**src/rtl/cpu_pkg.sv**
```systemverilog
// Shared encodings for the accumulator CPU sequencer: opcodes, instruction phases,
// sequencer FSM states and the bundle of datapath control levels.
package cpu_pkg;

  localparam logic [2:0] OP_HLT = 3'd0;
  localparam logic [2:0] OP_SKZ = 3'd1;
  localparam logic [2:0] OP_ADD = 3'd2;
  localparam logic [2:0] OP_AND = 3'd3;
  localparam logic [2:0] OP_XOR = 3'd4;
  localparam logic [2:0] OP_LDA = 3'd5;
  localparam logic [2:0] OP_STO = 3'd6;
  localparam logic [2:0] OP_JMP = 3'd7;

  localparam logic [2:0] PH_0 = 3'd0;
  localparam logic [2:0] PH_1 = 3'd1;
  localparam logic [2:0] PH_2 = 3'd2;
  localparam logic [2:0] PH_3 = 3'd3;
  localparam logic [2:0] PH_4 = 3'd4;
  localparam logic [2:0] PH_5 = 3'd5;
  localparam logic [2:0] PH_6 = 3'd6;
  localparam logic [2:0] PH_7 = 3'd7;

  typedef enum logic [1:0] {
    ST_IDLE   = 2'd0,
    ST_RUN    = 2'd1,
    ST_STEP   = 2'd2,
    ST_HALTED = 2'd3
  } seq_state_t;

  typedef struct packed {
    logic sel;
    logic rd;
    logic ld_ir;
    logic inc_pc;
    logic ld_pc;
    logic data_e;
    logic ld_ac;
    logic wr;
  } ctrl_t;

  function automatic logic is_aluop(input logic [2:0] op);
    return (op == OP_ADD) || (op == OP_AND) || (op == OP_XOR) || (op == OP_LDA);
  endfunction

  // Phases that wait on the memory bus: instruction fetch, operand read or store.
  function automatic logic is_mem_phase(input logic [2:0] ph, input logic [2:0] op);
    return (ph == PH_2) || ((ph == PH_7) && (is_aluop(op) || (op == OP_STO)));
  endfunction

endpackage

```
**src/rtl/cpu_ctrl_decode.sv**
```systemverilog
// Combinational phase/opcode decode into datapath control levels. No gating here:
// the sequencer qualifies these with its active and advance conditions.
module cpu_ctrl_decode
  import cpu_pkg::*;
(
  input  logic [2:0] phase,
  input  logic [2:0] opcode,
  input  logic       ac_zero,
  output ctrl_t      ctrl,
  output logic       hlt_cond
);

  logic alu_op;
  logic sto_op;
  logic jmp_op;
  logic skz_op;

  assign alu_op = is_aluop(opcode);
  assign sto_op = (opcode == OP_STO);
  assign jmp_op = (opcode == OP_JMP);
  assign skz_op = (opcode == OP_SKZ);

  always_comb begin
    ctrl     = '0;
    hlt_cond = 1'b0;
    case (phase)
      PH_0: ctrl.sel = 1'b1;
      PH_1: begin
        ctrl.sel = 1'b1;
        ctrl.rd  = 1'b1;
      end
      PH_2, PH_3: begin
        ctrl.sel   = 1'b1;
        ctrl.rd    = 1'b1;
        ctrl.ld_ir = 1'b1;
      end
      PH_4: begin
        ctrl.inc_pc = 1'b1;
        hlt_cond    = (opcode == OP_HLT);
      end
      PH_5: ctrl.rd = alu_op;
      PH_6: begin
        ctrl.rd     = alu_op;
        ctrl.inc_pc = skz_op & ac_zero;
        ctrl.ld_pc  = jmp_op;
        ctrl.data_e = sto_op;
      end
      PH_7: begin
        ctrl.rd     = alu_op;
        ctrl.ld_ac  = alu_op;
        ctrl.ld_pc  = jmp_op;
        ctrl.data_e = sto_op;
        ctrl.wr     = sto_op;
      end
      default: ctrl = '0;
    endcase
  end

endmodule

```
**src/rtl/cpu_sequencer.sv**
```systemverilog
// Run/step/halt sequencer for the accumulator CPU: phase counter, memory stall, strobe gating.
// Optional build macro MEM_TIMEOUT_EN adds a wait-state watchdog driving a sticky bus_err.
module cpu_sequencer
  import cpu_pkg::*;
#(
  parameter int TIMEOUT_CYCLES = 16,
  parameter int TO_W           = 5
) (
  input  logic       clk,
  input  logic       rst_n,
  input  logic [2:0] opcode,
  input  logic       ac_zero,
  input  logic       mem_ready,
  input  logic       run,
  input  logic       step,
  output logic [2:0] phase,
  output logic       sel,
  output logic       rd,
  output logic       ld_ir,
  output logic       inc_pc,
  output logic       ld_pc,
  output logic       data_e,
  output logic       ld_ac,
  output logic       wr,
  output logic       halt,
  output logic       instr_done,
  output logic       bus_err
);

  if (2 ** TO_W <= TIMEOUT_CYCLES) begin : g_cfg_check
    $error("cpu_sequencer: TO_W too narrow to count TIMEOUT_CYCLES");
  end

  seq_state_t state;
  logic [2:0] phase_q;
  logic       halt_q;
  logic       run_q;

  ctrl_t      lvl;
  logic       hlt_cond;
  logic       active;
  logic       stall;
  logic       adv;
  logic       to_fire;

  cpu_ctrl_decode u_decode (
    .phase    (phase_q),
    .opcode   (opcode),
    .ac_zero  (ac_zero),
    .ctrl     (lvl),
    .hlt_cond (hlt_cond)
  );

  assign active = (state == ST_RUN) || (state == ST_STEP);
  assign stall  = active && is_mem_phase(phase_q, opcode) && !mem_ready;
  assign adv    = active && !stall;

`ifdef MEM_TIMEOUT_EN
  logic [TO_W-1:0] to_cnt;
  logic            bus_err_q;

  // Fires on the stall cycle that brings the count up to TIMEOUT_CYCLES.
  assign to_fire = stall && (to_cnt == TO_W'(TIMEOUT_CYCLES - 1));

  always_ff @(posedge clk or negedge rst_n) begin
    if (!rst_n) begin
      to_cnt    <= '0;
      bus_err_q <= 1'b0;
    end else if (to_fire) begin
      to_cnt    <= '0;
      bus_err_q <= 1'b1;
    end else if (stall) begin
      to_cnt    <= to_cnt + TO_W'(1);
    end else begin
      to_cnt    <= '0;
    end
  end

  assign bus_err = bus_err_q;
`else
  assign to_fire = 1'b0;
  assign bus_err = 1'b0;
`endif

  always_ff @(posedge clk or negedge rst_n) begin
    if (!rst_n) begin
      state   <= ST_IDLE;
      phase_q <= PH_0;
      halt_q  <= 1'b0;
      run_q   <= 1'b0;
    end else begin
      run_q <= run;
      case (state)
        ST_IDLE: begin
          phase_q <= PH_0;
          if (run) begin
            state <= ST_RUN;
          end else if (step) begin
            state <= ST_STEP;
          end
        end
        ST_RUN, ST_STEP: begin
          if (to_fire) begin
            state   <= ST_HALTED;
            phase_q <= PH_0;
            halt_q  <= 1'b1;
          end else if (adv) begin
            if (hlt_cond) begin
              state   <= ST_HALTED;
              phase_q <= PH_0;
              halt_q  <= 1'b1;
            end else begin
              phase_q <= phase_q + 3'd1;
              // An instruction in flight always finishes before dropping back to IDLE.
              if ((phase_q == PH_7) && ((state == ST_STEP) || !run)) begin
                state <= ST_IDLE;
              end
            end
          end
        end
        ST_HALTED: begin
          phase_q <= PH_0;
          if (run && !run_q) begin
            state  <= ST_RUN;
            halt_q <= 1'b0;
          end
        end
        default: begin
          state   <= ST_IDLE;
          phase_q <= PH_0;
          halt_q  <= 1'b0;
        end
      endcase
    end
  end

  assign phase      = phase_q;
  assign halt       = halt_q;

  assign sel        = active & lvl.sel;
  assign rd         = active & lvl.rd;
  assign data_e     = active & lvl.data_e;

  // Load/increment/write strobes fire only on the advancing cycle of their phase.
  assign ld_ir      = adv & lvl.ld_ir;
  assign inc_pc     = adv & lvl.inc_pc;
  assign ld_pc      = adv & lvl.ld_pc;
  assign ld_ac      = adv & lvl.ld_ac;
  assign wr         = adv & lvl.wr;
  assign instr_done = adv & (phase_q == PH_7);

endmodule

```
**config.mk**
```make
export PLATFORM = sky130hd
export DESIGN_NAME = cpu_sequencer
export DESIGN_NICKNAME = d
export VERILOG_FILES = /design/src/rtl/cpu_pkg.sv /design/src/rtl/cpu_ctrl_decode.sv /design/src/rtl/cpu_sequencer.sv
export SDC_FILE = /design/constraint.sdc
export NUM_CORES = 1
export LEC_CHECK = 0
export ABC_AREA = 1
export CORE_UTILIZATION = 49
export CTS_CLUSTER_SIZE = 24
export DETAILED_ROUTE_END_ITERATION = 16
export PLACE_DENSITY = 0.82
export SLEW_MARGIN = 15
export SYNTH_ARGS = -nofsm -noshare
export SYNTH_HDL_FRONTEND = slang
export SYNTH_SLANG_ARGS = --single-unit
```
**constraint.sdc**
```tcl
create_clock -name clk -period 3.45 [get_ports clk]
set_input_delay 0.5175 -clock clk [delete_from_list [all_inputs] [get_ports clk]]
set_output_delay 0.5175 -clock clk [all_outputs]
set_load 0.1 [all_outputs]
```
Word level (Yosys, flattened, before mapping) --
Index checks and enable logic that the tools add are counted.
Storage, ports and cells: register bits 7, latch bits 0, bits in writable memories 0, ROM bits 0, input port bits 9, output and inout port bits 14, logic and storage cells 88, memories 0
Cells by class: add/subtract/negate cells 1, multipliers 0, divide/modulo/power cells 0, $lt $le $gt $ge 0, equality and inequality tests 22, shift operators 0, multiplexer cells 21, bitwise gates (word level) 10, reduce and logical (&&, ||, !) cells 30
Operators by type and width (number):
- == test 3 bit, second input constant | 8
- two-way mux 2 bit | 8
- == test 3 x 2 -> 1 bit, second input constant | 4
- AND 1 bit | 10
- AND reduction 4 bit | 2
- OR reduction 2 bit | 4
- logical OR 1 bit | 7
- == test 3 x 1 -> 1 bit, second input constant | 2
- logical AND 1 bit | 6
- zero test 3 bit | 2
- two-way mux 1 bit | 6
- two-way mux 3 bit | 2
- != test 2 bit, second input constant | 3
- != test 3 bit, second input constant | 2
- one-hot mux 1 bit (2 select lines) | 3
- one-hot mux 2 bit (3 select lines) | 1
- one-hot mux 3 bit (2 select lines) | 1
- OR reduction 3 bit | 2
- == test 2 bit, second input constant | 2
- zero test 1 bit | 4
- OR reduction 4 bit | 1
- adder 3 x 1 -> 3 bit, second input constant | 1
- == test 2 x 1 -> 1 bit, second input constant | 1
- zero test 2 bit | 1
- nonzero test 2 bit | 1

Longest topological paths before layout --
Gate-level depths: netlist of run 1.
word-level depth 13, depth in mapped cells 10, gate-level depth less buffers 10

Modules after synthesis --
From an unflattened synthesis of run 1, not the netlist that was laid out.
Second synthesis, totals: cell total of the unflattened synthesis 114, area total of the unflattened synthesis 721.9 um^2
Modules (own cells, without submodules):
- cpu_sequencer | times used 1, cells an instance 84, area an instance 593.1 um^2
- cpu_ctrl_decode | times used 1, cells an instance 30, area an instance 128.9 um^2

Worst setup path before layout of run 1 --
Ideal clock, no wire load.
kind register -> output, start reg phase_q[1] (netlist: phase[1]), end out rd, data arrival time 3.780 ns, required time 2.932 ns, slack -0.847 ns, stages on the path, launching flop included 7, path buffers 0, cell sequence dfrtp_1 -> ha_1 -> ha_1 -> nor2_1 -> o21ai_0 -> a21oi_1 -> nor3_1
On the way: longest elaborated chain between the ends 4, elaborated cells between the ends (all ways) 10, those cells by class eq/ne (6); mux (1); bitwise (1); reduce/logical (2)
RTL lines:
- from (decl) | RTL line cpu_sequencer.sv:35 | logic [2:0] phase_q;
- from (signal assigned) | RTL line cpu_sequencer.sv:113 | phase_q <= phase_q + 3'd1;
- == test 3 bit (tied with other cells) | RTL line cpu_ctrl_decode.sv:26 | case (phase)
- OR reduction 3 bit (no line)
- one-hot mux 1 bit (2 select lines) (*) | RTL line cpu_ctrl_decode.sv:26
- AND 1 bit (*) | RTL line cpu_sequencer.sv:141 | assign rd = active & lvl.rd;
- to (decl) | RTL line cpu_sequencer.sv:18 | output logic rd,
Every way passes the cells marked *; elsewhere a longest branch is shown, timed or not.

Final worst setup path of run 1 --
start reg phase_q[0] (netlist: phase[0]), end out rd
The elaborated chain is that of the path after synthesis.

==> out/metrics.cfg, run 1 <==
[logic_synthesis]
synth_nets = 118
syn_inst = 99
synth_area_um2 = 743
synth_ff_type = dfrtp_1
synthTopCellsByArea = dfrtp_1 24%, ha_1 17%, nand2_1 8.6%
netlist_top_cells_count = 17 x nand2_1, 15 x inv_1, 10 x ha_1
synth.most_common_cell = nand2_1
synth_top_cell_by_area = dfrtp_1
async_flop_share_pct = 100
syn_area_per_cell_um2 = 7.51
yosysWarnings = 0
ys_seq_area_share_pct = 23.6
synth_top_area_share_pct = 23.6
netlist-cell-type-count = 26
synth_edf_count = 0
ys_ff_latch = 7

[sta]
tightest_slew_ns = 0.984
hold_viol_final = 0
rsz0062_at_grt = false
clock_skew_ns = 0.00241
period_share_pct = 74.2
slew_violations = 0
holdWs_ns = 0.506
setup_viol = 0
period_minus_slack_ns = 2.56
max_freq_mhz = 391
relSlewSlack_pct = 34.2

[place]
dp.cells = 134
port_buffers = 21
hpwl_um = 1290
placed_area_um2 = 952
finalWeightedCongestion = 0.742

[critical_path]
slowest_stage = dfrtp_1
cp-start-kind = flip-flop
crit_buf_inv = 1
critical_path.max_stage_delay_ns = 0.41
critPathKind = reg -> out
crit_top_cell = ha_1
cp.required_ns = 2.93
worstSetupEndpointType = primary output
cp.arrival_ns = 2.04
cp_top_family = adder cells
rrSetupSlack_ns = 1.87
cp_max_fo = 5
cp_cell_sequence = ha_1 -> ha_1 -> nor2_1 -> o21ai_0 -> a21oi_1 -> nor3_2 -> buf_4

[clocking]
clkSinkCount = 7
htree_levels = 1
cts-root-buf = clkbuf_4
insertion_delay_ns = 0.23
cts_tree = yes
cts_resized = 0
cts_hold_buffers = 0
clk_pin_slew_ns = 0.04
post_cts_buffers = 0
clockBufferDepth = 2
numCtsBuffers = 3

[global_route]
grt_remaining_overflow = 0
grt_pass1_vias = 581
grt_pass1_wl_um = 2280
grt_max_degree = 9
grt_usage_pct = 20.7
antenna_found_initial = 0

[drt]
drc = 0
routed_wl_um = 1510
met2WireLength_um = 729
highest_layer = met3
drt_first_pass_iters = 4
antenna_left = 0
vias = 687
wl_per_cell_um = 11.0
viasPerCell = 4.98
wl_met3_um = 80
dr.first_iter.drc_count = 14
wl_met1_um = 702

[layout]
diodes = 0
fillers = 118
num-nets-final = 143
final_cell_area_um2 = 978
ff_latch_area_um2 = 175
drive_above_1_share_pct = 26.0
area_growth_pct = 31.6
fin_cells = 138
multi_input_area_um2 = 503

[power]
irDropWorstVdd_v = 0.000618
total_power_uw = 881
power_density_nw_per_um2 = 900
p_leak_nw = 0.506

[hold_path]
holdCritPathClass = reg -> reg

[floorplanning]
core_area_um2 = 1350
die_height_um = 40.9
die_w_um = 40.9
row_count = 13
io-pin-count = 23
initial_core_util_pct = 55.1
die_area_um2 = 1680

[outcome]
outcome = finished clean

[run]
maxCapViolations = 0

## worst paths after layout
path                           from  cells past startpoint        to
min                            halt                      2      halt
min in group asynchronous     rst_n                      1  state[0]
max in group asynchronous     rst_n                      1  phase[0]
max                        phase[0]                      7        rd
min reg2reg                    halt                      2      halt
max reg2reg                phase[0]                      8  state[1]
## state kept, by name (all words and copies together) (netlist names)
signal	flops
phase	3
state	2
halt	1
run_q	1
## placed cells by master, fill, tap and decap left out
cell type        instances
a21oi_1                  3
clkdlybuf4s50_1         12
a21boi_1                 2
o22ai_1                  2
o21bai_1                 2
o21ai_1                  3
buf_4                    9
nor2_1                   7
inv_1                   15
clkbuf_4                 3
nand2_2                  3
nand2_4                  2
ha_1                    10
o21ai_4                  1
clkbuf_1                 1
o21ai_0                  2
nand3_1                  4
nand2_1                 17
a21oi_2                  2
nor2_2                   1
inv_2                    3
dfrtp_1                  7
nand4_1                  2
or2_1                    1
conb_1                   1
nor2_4                   1
nand3_2                  3
nor3_2                   4
## per-layer routing
metal	up-vias	GRT usage, %
met5	-	0
met1	303	23.2
met3	0	4.89
li1	366	-
met2	18	35.5
met4	0	11.7
## layout make-up
cell class,count,area share [%]
well taps,15,1.92
flip-flops and latches,7,17.9
clock buffers,4,2.69
inverters,18,6.91
multi-input cells,73,51.4
repair buffers,21,19.2
## tightest hold or removal path, stage by stage, from the launching register on
cell and delay, ns:
dfrtp_1 0.34, nand2_1 0.05, o21ai_1 0.07
## power breakdown
part / internal, mW / switching [mW] / leakage, nW
Clock: 0.0437 / 0.0233 / 0.0150
Sequential: 0.111 / 0.0236 / 0.0891
Combinational: 0.175 / 0.504 / 0.402
## through the flow
step	setup slack (ns)	TNS, ns	util [%]
3_5_place_dp	0.954	0	70.5
6_report	0.891	0	72.5
4_1_cts	0.885	0	72.5
5_1_grt	0.764	0	72.5
3_3_place_gp	1.01	0	70.5
2_1_floorplan	-0.119	-0.409	-
## kinds of logic after synthesis
| logic type | count (synthesis) | synth area share, % |
|---|---|---|
| adder cells (fa/ha/maj) | 10 | 16.8 |
| AO/OA/AOI/OAI | 17 | 15.7 |
| buffers and inverters | 19 | 10.1 |
| other | 1 | 0.505 |
| AND/OR/NAND/NOR | 45 | 33.3 |
| flip-flops | 7 | 23.6 |
(Power assumes the default switching activity.)
==> run 2, diff against run 1 <==
--- a/config.mk
+++ b/config.mk
@@ -6,10 +6,10 @@
 export NUM_CORES = 1
 export LEC_CHECK = 0
 export ABC_AREA = 1
-export CORE_UTILIZATION = 49
+export CORE_UTILIZATION = 45
 export CTS_CLUSTER_SIZE = 24
 export DETAILED_ROUTE_END_ITERATION = 16
-export PLACE_DENSITY = 0.82
+export PLACE_DENSITY = 0.77
 export SLEW_MARGIN = 15
 export SYNTH_ARGS = -nofsm -noshare
 export SYNTH_HDL_FRONTEND = slang
==> constraint.sdc (replaced) <==
create_clock -name clk -period 2.5 [get_ports clk]
set_input_delay 0.375 -clock clk [delete_from_list [all_inputs] [get_ports clk]]
set_output_delay 0.375 -clock clk [all_outputs]
set_load 0.1 [all_outputs]
==> out/metrics.cfg, run 2 (same netlist as run 1, synthesis figures left out) <==
[critical_path]
r2r_start = phase[1]
cp.arrival_ns = 1.99
cp_max_fo = 8
cp-start-kind = flip-flop
rrSetupSlack_ns = 0.83
cp_cell_sequence = inv_1 -> ha_1 -> inv_4 -> nor2_4 -> nand2_4 -> nand2_8 -> nor3_4 -> buf_12
cp.required_ns = 2.12
cp-startpoint = state[0]
critPathKind = reg -> out
worstSetupEndpointType = primary output
slowest_stage = ha_1
endpoint = ld_pc
reg2reg_depth = 9
timing.rr.end = state[1]
critical_path.max_stage_delay_ns = 0.43

[sta]
max_freq_mhz = 423
rsz0062_at_grt = false
period_share_pct = 94.6
hold_viol_final = 0
period_minus_slack_ns = 2.36
setup_viol = 0
clock_skew_ns = 0.00109
slew_violations = 0

[clocking]
cts_hold_buffers = 0
clk_pin_slew_ns = 0.05
numCtsBuffers = 3
cts-root-buf = clkbuf_4
htree_levels = 1
insertion_delay_ns = 0.24
cts_tree = yes
post_cts_buffers = 0
clockBufferDepth = 2
clkSinkCount = 7

[drt]
viasPerCell = 5.22
routed_wl_um = 1850
vias = 725
antenna_left = 0
drc = 0
drt_first_pass_iters = 4
wl_per_cell_um = 13.3
dr.first_iter.drc_count = 19

[layout]
final_cell_area_um2 = 1200
multi_input_area_um2 = 609
drive_above_1_share_pct = 39.8
num-nets-final = 143
final_common_cell = nand2_1
fillers = 92
largest_reg_flops = 3
area_growth_pct = 61.4
diodes = 0
ff_latch_area_um2 = 184
layout_common_cells = 17 x nand2_1, 14 x inv_1, 9 x buf_12, 8 x ha_1, 8 x clkdlybuf4s50_1

[power]
power_density_nw_per_um2 = 1210
p_sw_uw = 897
total_power_mw = 1.45
p_leak_nw = 0.567
pwr-share-clk_pct = 6.7
seqPwrFrac_pct = 13.9
internal-power_uw = 555
switching_share_pct = 61.8
irDropWorstVdd_v = 0.000946
pwr-share-comb_pct = 79.4

[place]
placed_area_um2 = 1160
hpwl_um = 1560
port_buffers = 21
finalWeightedCongestion = 0.829

[global_route]
grt_pass1_vias = 702
grt_remaining_overflow = 0
grt_pass1_wl_um = 3200
grt_usage_pct = 23.3
antenna_found_initial = 0
grt_max_degree = 9

[floorplanning]
core_area_um2 = 1520
initial_core_util_pct = 48.8
die_height_um = 42.6
row_count = 14
io-pin-count = 23
die_w_um = 42.6
die_area_um2 = 1820

[run]
maxCapViolations = 0

[outcome]
outcome = finished clean

[hold_path]
holdCritPathClass = in -> async

[run 2: changes by cell type in the layout (fill, tap and decap cells not counted), sizes merged]
cell,before,now
buf,9,13
clkdlybuf4s50,12,8
[run 2: power by group through the flow]
stage / logic (mW) / clock network, mW / registers, mW
floorplan: 0.687 / 0 / 0.363
global placement: 1.10 / 0 / 0.201
detailed placement: 1.13 / 0 / 0.204
CTS: 1.14 / 0.100 / 0.203
global route: 1.22 / 0.103 / 0.207
finish: 1.15 / 0.0968 / 0.202
[run 2: metal layers]
layer | up-vias | global-route usage [%] | wire length (µm)
met5 | - | 0 | 0
met4 | 0 | 7.50 | 17
met3 | 2 | 0.862 | 74
met2 | 22 | 44.2 | 986
met1 | 329 | 27.4 | 767
li1 | 372 | - | -
[run 2: worst min-delay path by stage]
stage | cells past startpoint | from | slack, ns | end
floorplan | 0 | rst_n | 0.08 | halt
global placement | 2 | halt | 0.49 | halt
detailed placement | 2 | halt | 0.52 | halt
CTS | 1 | rst_n | 0.37 | phase[0]
global route | 1 | rst_n | 0.41 | phase[0]
finish | 1 | rst_n | 0.37 | phase[0]
[run 2: area by class of cell]
cell class,count,area share (%)
repair buffers,21,24.2
flip-flops and latches,7,15.3
inverters,18,5.84
multi-input cells,73,50.8
clock buffers,4,2.19
well taps,16,1.67
[run 2: critical path: cells and delay by family, from the launching register on]
family / cells / cell delay [ns]
simple gates: 4 / 0.52
fa+ha+maj: 1 / 0.43
flops: 1 / 0.35
buf+inv: 3 / 0.46
[run 2: per-stage QoR]
stage / utilization [%] / hold slack, ns / setup WS [ns] / setup TNS, ns / cells
2_1_floorplan: - / 0.0794 / -0.0398 / -0.0620 / 99
6_report: 78.7 / 0.372 / 0.136 / 0 / 139
5_1_grt: 78.7 / 0.406 / 0.00863 / 0 / 139
3_3_place_gp: 75.9 / 0.491 / 0.254 / 0 / 135
4_1_cts: 78.0 / 0.374 / 0.0454 / 0 / 139
3_5_place_dp: 75.9 / 0.515 / 0.166 / 0 / 135
[run 2: what timing repair did]
action,4_1_cts,5_1_grt
setup endpoints to repair,1,2
resized for setup,2,3
cloned,0,0
==> run 3, diff against run 2 <==
--- a/config.mk
+++ b/config.mk
@@ -5,7 +5,6 @@
 export SDC_FILE = /design/constraint.sdc
 export NUM_CORES = 1
 export LEC_CHECK = 0
-export ABC_AREA = 1
 export CORE_UTILIZATION = 45
 export CTS_CLUSTER_SIZE = 24
 export DETAILED_ROUTE_END_ITERATION = 16
==> out/metrics.cfg, run 3 <==
[drt]
vias = 715
drt_first_pass_iters = 4
drc = 0
dr.first_iter.drc_count = 16
routed_wl_um = 2080
wl_per_cell_um = 16.2
viasPerCell = 5.59
antenna_left = 0

[logic_synthesis]
synth_top_area_share_pct = 23.5
synth_area_um2 = 744
ys_ff_latch = 7
async_flop_share_pct = 100
netlist_top_cells_count = 10 x ha_1, 8 x inv_1, 7 x dfrtp_1
syn_area_per_cell_um2 = 9.31
synth.most_common_cell = ha_1
synth_nets = 99
ys_seq_area_share_pct = 23.5
synth_edf_count = 0
synth_top_cell_by_area = dfrtp_1
syn_inst = 80
yosysWarnings = 0
synthTopCellsByArea = dfrtp_1 24%, ha_1 17%, inv_1 4.0%
netlist-cell-type-count = 35
synth_ff_type = dfrtp_1

[floorplanning]
die_w_um = 42.7
die_area_um2 = 1820
io-pin-count = 23
row_count = 14
core_area_um2 = 1520
die_height_um = 42.7
initial_core_util_pct = 48.9

[sta]
period_minus_slack_ns = 2.46
max_freq_mhz = 407
clock_skew_ns = 0.00659
rsz0062_at_grt = true
slew_violations = 0
period_share_pct = 98.3
hold_viol_final = 0
layout_setup_ws_ns = 0.0426
setup_viol = 0

[power]
irDropWorstVdd_v = 0.000725
total_power_mw = 1.46
power_density_nw_per_um2 = 1150
p_leak_nw = 0.543

[place]
finalWeightedCongestion = 0.786
placed_area_um2 = 1200
port_buffers = 21
place_ws_ns = 0.0443
dp.cells = 121
hpwl_um = 1640

[clocking]
htree_levels = 1
insertion_delay_ns = 0.27
clockBufferDepth = 2
numCtsBuffers = 3
clkSinkCount = 7
cts_tree = yes
cts_hold_buffers = 0
cts-root-buf = clkbuf_4
clk_pin_slew_ns = 0.06

[run]
maxCapViolations = 0

[global_route]
antenna_found_initial = 0
grt_max_degree = 12
grt_pass1_vias = 767
grt_usage_pct = 26.5
grt_remaining_overflow = 0
grt_pass1_wl_um = 3560

[critical_path]
crit_top_cell = ha_4
critical_path.max_stage_delay_ns = 0.45
cp_cell_sequence = ha_4 -> ha_4 -> or2b_1 -> o311a_2 -> nand2_4 -> inv_1 -> buf_12
cp-start-kind = flip-flop
worstSetupEndpointType = primary output
crit_buf_inv = 2
slowest_stage = dfrtp_4
cp.arrival_ns = 2.08
critPathKind = reg -> out
cp_top_family = flip-flops
cp.required_ns = 2.12
cp_max_fo = 5

[layout]
diodes = 0
layout_common_cells = 14 x buf_4, 9 x buf_12, 8 x clkdlybuf4s50_1, 7 x inv_1, 7 x ha_1
final_cell_area_um2 = 1270
num-nets-final = 132
drive_above_1_share_pct = 47.3
final_common_cell = buf_4
fin_cells = 128
final_core_util_pct = 83.3
area_growth_pct = 70.4
largest_reg_flops = 3

[outcome]
outcome = finished clean

[hold_path]
holdCritPathClass = in -> async

-- run 3: cells by family (layout without fill, tap and decap cells) --
group,count (synthesis),after routing,share of synthesized area [%]
compound gates,19,19,21.9
flops,7,7,23.5
other cells,1,1,0.504
simple gates,28,28,23.2
mux,3,3,5.38
buf+inv,11,43,7.56
fa+ha+maj,10,10,16.8
xor+xnor,1,1,1.18
-- run 3: worst reg2reg max path, cell delays in order, from the launching register on --
cell and delay, ns:
dfrtp_4 0.51, ha_4 0.19, ha_4 0.18, or2b_1 0.24
o31ai_4 0.09, buf_4 0.17, a221oi_4 0.32, mux2_4 0.33
-- run 3: layout make-up --
cell class | instances | area, µm²
Sequential cell | 7 | 184
Multi-Input combinational cell | 62 | 643
Timing Repair Buffer | 31 | 365
Fill cell | 87 | 255
Tap cell | 16 | 20.0
Clock buffer | 4 | 26.3
Inverter | 8 | 30.0
-- run 3: timing repair --
action,CTS,global route
setup endpoints to repair,4,4
pin swaps,0,3
gates resized for setup,3,1
buffers inserted,0,3
-- run 3: per-layer routing --
| layer | vias up | global-route usage [%] | part of all wire (%) |
|---|---|---|---|
| met5 | - | 0 | 0 |
| met4 | 0 | 14.4 | 1.9 |
| met3 | 4 | 6.81 | 3.5 |
| met2 | 23 | 43.6 | 54 |
| met1 | 343 | 31.3 | 40 |
| li1 | 345 | - | - |
-- run 3: power breakdown --
part | internal (mW) | switching (mW)
sequential | 0.157 | 0.0528
clock | 0.0612 | 0.0474
combinational | 0.426 | 0.719
-- run 3: stage by stage --
| step | setup TNS [ns] | hold slack (ns) |
|---|---|---|
| after floorplan | -0.633 | 0.0794 |
| after global placement | 0 | 0.546 |
| after detailed placement | 0 | 0.560 |
| after CTS | 0 | 0.368 |
| after global routing | -0.0247 | 0.392 |
| final | 0 | 0.364 |
-- run 3: final timing paths --
check                         start    endpoint  slack, ns  cells past startpoint
max in group asynchronous     rst_n    phase[1]       1.87                      1
min in group clk           state[0]    state[0]       0.57                      1
hold reg to reg            state[0]    state[0]       0.57                      1
hold / removal                rst_n    phase[0]       0.36                      1
setup reg to reg           phase[0]    state[0]       0.36                      7
setup / recovery           phase[0]  instr_done       0.04                      7
